## config.mk

```make
export PLATFORM = sky130hd
export DESIGN_NAME = rf_wb_arbiter
export DESIGN_NICKNAME = d
export VERILOG_FILES = /design/src/rtl/rf_wb_arbiter_pkg.sv /design/src/rtl/rf_scoreboard.sv /design/src/rtl/rf_wb_arbiter.sv
export SDC_FILE = /design/constraint.sdc
export NUM_CORES = 1
export LEC_CHECK = 0
export ABC_AREA = 1
export CORE_ASPECT_RATIO = 1.1
export CORE_UTILIZATION = 42
export CTS_CLUSTER_DIAMETER = 50
export DETAILED_ROUTE_END_ITERATION = 12
export GPL_TIMING_DRIVEN = 0
export HOLD_SLACK_MARGIN = 0.06
export PLACE_DENSITY = 0.76
export SLEW_MARGIN = 20
export SYNTH_ARGS = -nofsm -noshare
export SYNTH_HDL_FRONTEND = slang
export SYNTH_SLANG_ARGS = --single-unit
export TNS_END_PERCENT = 20
```

## constraint.sdc

```tcl
create_clock -name clk -period 1.4 [get_ports clk]
set_input_delay 0.21 -clock clk [delete_from_list [all_inputs] [get_ports clk]]
set_output_delay 0.21 -clock clk [all_outputs]
set_load 0.05 [all_outputs]
```

## src/rtl/rf_wb_arbiter_pkg.sv

```systemverilog
// Shared types and constants for the register-file writeback arbiter and its scoreboard.
package rf_wb_arbiter_pkg;

   localparam int unsigned NUM_REGS  = 32;
   localparam int unsigned REG_ID_W  = 5;
   localparam int unsigned WB_DATA_W = 32;

   typedef logic [REG_ID_W-1:0] reg_id_t;

   localparam reg_id_t REG_ZERO = 5'd0;

   typedef struct packed {
      logic                 valid;
      reg_id_t              rd;
      logic [WB_DATA_W-1:0] data;
   } wb_req_t;

   typedef enum logic {
      GRANT_REQ0 = 1'b0,
      GRANT_REQ1 = 1'b1
   } grant_e;

endpackage

```

## src/rtl/rf_scoreboard.sv

```systemverilog
// Per-register pending bits: set at issue, cleared when the writeback commits.
// Queries read the registered vector only; x0 is never pending.
module rf_scoreboard
   import rf_wb_arbiter_pkg::*;
(
   input  logic    clk,
   input  logic    rst,
   input  logic    set_en,
   input  reg_id_t set_rd,
   input  logic    clr_en,
   input  reg_id_t clr_rd,
   input  reg_id_t q0_rd,
   input  reg_id_t q1_rd,
   input  reg_id_t q2_rd,
   output logic    q0_busy_c,
   output logic    q1_busy_c,
   output logic    q2_busy_c
);

   logic [NUM_REGS-1:0] busy_q;
   logic [NUM_REGS-1:0] busy_d;

   // Clear first so a same-register set on the same edge wins.
   always_comb begin
      busy_d = busy_q;
      if (clr_en) begin
         busy_d[clr_rd] = 1'b0;
      end
      if (set_en) begin
         busy_d[set_rd] = 1'b1;
      end
      busy_d[REG_ZERO] = 1'b0;
   end

   always_ff @(posedge clk) begin
      if (rst) begin
         busy_q <= '0;
      end else begin
         busy_q <= busy_d;
      end
   end

   assign q0_busy_c = busy_q[q0_rd];
   assign q1_busy_c = busy_q[q1_rd];
   assign q2_busy_c = busy_q[q2_rd];

endmodule

```

## src/rtl/rf_wb_arbiter.sv

```systemverilog
// Round-robin arbiter between ALU and LSU writebacks onto the single register
// file write port, with a registered output stage and a pending-write scoreboard.
module rf_wb_arbiter
   import rf_wb_arbiter_pkg::*;
#(
   parameter int unsigned DWIDTH = WB_DATA_W
) (
   input  logic              clk,
   input  logic              rst,
   input  logic              iss_valid,
   input  logic [4:0]        iss_rd,
   output logic              iss_ready,
   input  logic [4:0]        q_rs1,
   input  logic [4:0]        q_rs2,
   output logic              rs1_busy,
   output logic              rs2_busy,
   input  logic              req0_valid,
   input  logic [4:0]        req0_rd,
   input  logic [DWIDTH-1:0] req0_data,
   output logic              req0_ready,
   input  logic              req1_valid,
   input  logic [4:0]        req1_rd,
   input  logic [DWIDTH-1:0] req1_data,
   output logic              req1_ready,
   output logic              wb_we,
   output logic [4:0]        wb_rd,
   output logic [DWIDTH-1:0] wb_data
);

   wb_req_t req0;
   wb_req_t req1;
   wb_req_t win;

   grant_e  last_grant_q;
   grant_e  last_grant_d;
   logic    grant0_c;
   logic    grant1_c;
   logic    xfer_c;
   logic    iss_busy_c;

   logic              wb_we_q;
   logic              wb_we_d;
   reg_id_t           wb_rd_q;
   reg_id_t           wb_rd_d;
   logic [DWIDTH-1:0] wb_data_q;
   logic [DWIDTH-1:0] wb_data_d;

   always_comb begin
      req0       = '0;
      req1       = '0;
      req0.valid = req0_valid;
      req0.rd    = req0_rd;
      req0.data  = WB_DATA_W'(req0_data);
      req1.valid = req1_valid;
      req1.rd    = req1_rd;
      req1.data  = WB_DATA_W'(req1_data);
   end

   // On a conflict the requester that did not win last time gets the slot.
   always_comb begin
      grant0_c = 1'b0;
      grant1_c = 1'b0;
      if (req0.valid && req1.valid) begin
         if (last_grant_q == GRANT_REQ1) begin
            grant0_c = 1'b1;
         end else begin
            grant1_c = 1'b1;
         end
      end else begin
         grant0_c = req0.valid;
         grant1_c = req1.valid;
      end
   end

   assign req0_ready = grant0_c && !rst;
   assign req1_ready = grant1_c && !rst;

   always_comb begin
      last_grant_d = last_grant_q;
      wb_we_d      = 1'b0;
      wb_rd_d      = wb_rd_q;
      wb_data_d    = wb_data_q;
      win          = grant1_c ? req1 : req0;
      xfer_c       = (grant0_c || grant1_c) && win.valid;
      // An x0 winner still consumes its slot and loads the stage, but never writes.
      if (xfer_c) begin
         last_grant_d = grant1_c ? GRANT_REQ1 : GRANT_REQ0;
         wb_we_d      = (win.rd != REG_ZERO);
         wb_rd_d      = win.rd;
         wb_data_d    = DWIDTH'(win.data);
      end
   end

   always_ff @(posedge clk) begin
      if (rst) begin
         last_grant_q <= GRANT_REQ1;
         wb_we_q      <= 1'b0;
         wb_rd_q      <= REG_ZERO;
         wb_data_q    <= '0;
      end else begin
         last_grant_q <= last_grant_d;
         wb_we_q      <= wb_we_d;
         wb_rd_q      <= wb_rd_d;
         wb_data_q    <= wb_data_d;
      end
   end

   assign wb_we   = wb_we_q;
   assign wb_rd   = wb_rd_q;
   assign wb_data = wb_data_q;

   // The clear lands on the same edge the register file commits the write.
   rf_scoreboard u_scoreboard (
      .clk       (clk),
      .rst       (rst),
      .set_en    (iss_valid && iss_ready),
      .set_rd    (iss_rd),
      .clr_en    (wb_we_q),
      .clr_rd    (wb_rd_q),
      .q0_rd     (iss_rd),
      .q1_rd     (q_rs1),
      .q2_rd     (q_rs2),
      .q0_busy_c (iss_busy_c),
      .q1_busy_c (rs1_busy),
      .q2_busy_c (rs2_busy)
   );

   assign iss_ready = !iss_busy_c;

   // A requester left waiting must present the same request on the next cycle.
   a_req0_hold : assert property (@(posedge clk) disable iff (rst)
      (req0_valid && !req0_ready) |=> (req0_valid && $stable(req0_rd) && $stable(req0_data)));
   a_req1_hold : assert property (@(posedge clk) disable iff (rst)
      (req1_valid && !req1_ready) |=> (req1_valid && $stable(req1_rd) && $stable(req1_data)));

endmodule

```

==> results.cfg <==
[status]
outcome = finished with violations
violations = negative setup slack

[die]
io_pins = 137
dieWidth_um = 95.65
coreArea_mm2 = 0.009351
initial_core_util_pct = 43.32
dieArea_mm2 = 0.01004
die_height_um = 105.0
rows = 37

[sta]
report.final.slew_viol_count = 0
rsz0062_at_grt = true
period_needed_ps = 1822
tightestPinTransition_ps = 711.0
finalHoldViolations = 0
finClkSkew_ps = 11.33
relSlewSlack_pct = 52.60
fin_ws_ps = -421.9
setup_viol = 37
fmax_ghz = 0.5489
fin_crit_sh_pct = 130.1

[detailed_routing]
wl_mm = 15.56
vias_per_cell = 5.759
drc = 0
vias = 5195
drtIter0Drc = 525
wl_per_cell_um = 17.25
antenna_left = 0
drt-pass1-iter-count = 5

[cts]
insertion_delay_ps = 370
ctsHoldBuffers = 0
cts_tree = done
clockRootBuffer = clkbuf_8
cts_buffer_depth = 2
cts.sinks = 70
ctsHtreeMaxLevel = 3
clk_pin_slew_worst_paths_ps = 70
cts_buffers = 9

[global_routing]
grt_pass1_vias = 5088
antenna_found_initial = 0
grt_max_degree = 13
grt_pass1_wl_mm = 24.85
grt_usage_pct = 32.14
grt-ovfl-total = 0

[critical_path]
critical_path.slowest_cell = dfxtp_2
critical-path-max-stage-delay_ps = 340
critPathRequiredTime_ps = 1190
startpoint_type = flop
worstPathCellList = nand2_1 -> nand2_1 -> nand2_1 -> nand2_2 -> nand2_2 -> nand2_2 -> nor4_4 -> buf_6
path_max_fanout = 3
startpoint = u_scoreboard.busy_q[12]
critPathTopFamily = simple AND/OR/NAND/NOR gates
reg2reg_from = u_scoreboard.busy_q[12]
worstSetupPathType = reg2out
cp.arrival_ps = 1610
crit_buf_inv = 1
crit_path_end_kind = output port

[yosys]
avgSynthCellArea_um2 = 6.566
synth_warnings = 0
ys_types = 28
synth-async-reset-ratio_pct = 0
synth_cells = 617
synth-seq-cells = 70
dominantRegCellSynth = dfxtp_1
synthesis.nets = 711
synth_area_mm2 = 0.004051
synth_edf_count = 0
ys_seq_area_share_pct = 34.59

[finish]
nets = 874
syn_to_final_growth_pct = 54.97
stdcell_area_mm2 = 0.006279
antenna_cells = 0
final_common_cell = o21ai_0
mostFrequentLayoutCells = o21ai_0 (95), nor2_1 (88), clkdlybuf4s50_1 (79)
layout-drive-gt1-share_pct = 25.22

[placed_design]
dpl_cell_area_mm2 = 0.005573
hpwl_mm = 11.64
portBuffers = 134
gp_congestion = 0.9327

[hold_path]
hp-class = in2reg
hold_start = rst

[power_and_ir_drop]
power_density_mw_per_mm2 = 896.6
finalPower_mw = 5.629
irDropWorstVdd_uv = 571.0
leakagePower_nw = 2.416

[flow_run]
maxCapViolCount = 0
## where the power goes
part,switching [mW],internal (mW),total [mW]
Combinational,0.952,0.599,1.55
Sequential,0.0819,2.09,2.17
Clock,0.805,1.10,1.90
## cell usage after synthesis (5+ instances only)
cell	n	share of area, %
nor3_1	8	0.99
clkbuf_1	21	1.9
o21ai_1	22	2.7
inv_1	33	3.1
nand2_1	84	7.8
o211ai_1	5	0.93
o21ai_0	109	13
nand4_1	31	4.8
nor2_1	93	8.6
buf_6	8	2.2
a21oi_1	34	4.2
dfxtp_1	70	35
nand3_1	61	7.5
o221ai_1	12	2.6
## routing by layer
metal	track usage (%)	wire, um	up-vias
li1	-	-	2479
met1	36.38	5963	2369
met2	53.88	7612	285
met3	9.243	1265	62
met4	16.42	715	0
met5	0	0	-
## sequential cells by signal, indices dropped and copies added, names as in the netlist
name / flops
wb_data: 32
u_scoreboard.busy_q: 31
wb_rd: 5
last_grant_q: 1
wb_we: 1
## per-stage QoR
step	setup slack, ps	utilization [%]	TNS (ps)	cells	hold slack [ps]
2_1_floorplan	-282.4	-	-1014	617	334.8
3_3_place_gp	-1688	59.59	-51580	868	462.4
3_5_place_dp	-1661	59.59	-54910	868	473.1
4_1_cts	-410.8	65.16	-2979	893	141.5
5_1_grt	-491.9	67.14	-10420	902	163.6
6_report	-421.9	67.14	-5911	902	147.3
## logic make-up (layout without fill, tap and decap cells)
logic type | Yosys count | in the layout | synth area share, %
buf+inv | 72 | 240 | 8.431
simple gates | 286 | 286 | 31.69
compound gates | 186 | 186 | 24.55
mux | 3 | 3 | 0.7412
flops | 70 | 70 | 34.59
## final cells by class
cell class,instances,area [um2]
Fill cell,825,3073
Sequential cell,70,1455
Timing Repair inverter,2,12.51
Timing Repair Buffer,150,1505
Buffer,37,286.5
Inverter,35,137.6
Tap cell,117,146.4
Clock buffer,11,151.4
Multi-Input combinational cell,475,2502
Clock inverter,5,81.33
## worst paths after layout
check | endpoint | slack (ps) | cells after the start
max | iss_ready | -420 | 8
min reg2reg | wb_data[23] | 480 | 2
min | u_scoreboard.busy_q[31] | 150 | 2
max reg2reg | u_scoreboard.busy_q[5] | -190 | 11
## worst register-to-register path: stages (launching register included)
cell and delay (ps):
dfxtp_2 340, nand2_1 60, nand2_1 50, nand2_1 70
nand2_2 80, nand2_2 70, nand2_2 70, buf_4 140
nor2_4 190, buf_6 150, nand4_1 130, a21oi_2 150
## repair_timing
action | 4_1_cts | 5_1_grt
pin swaps | 17 | 26
gates cloned | 1 | 3
resized for setup | 262 | 60
setup endpoints to repair | 112 | 56
buffers inserted | 8 | 6
No activity file was read; power rests on OpenSTA's default activity.
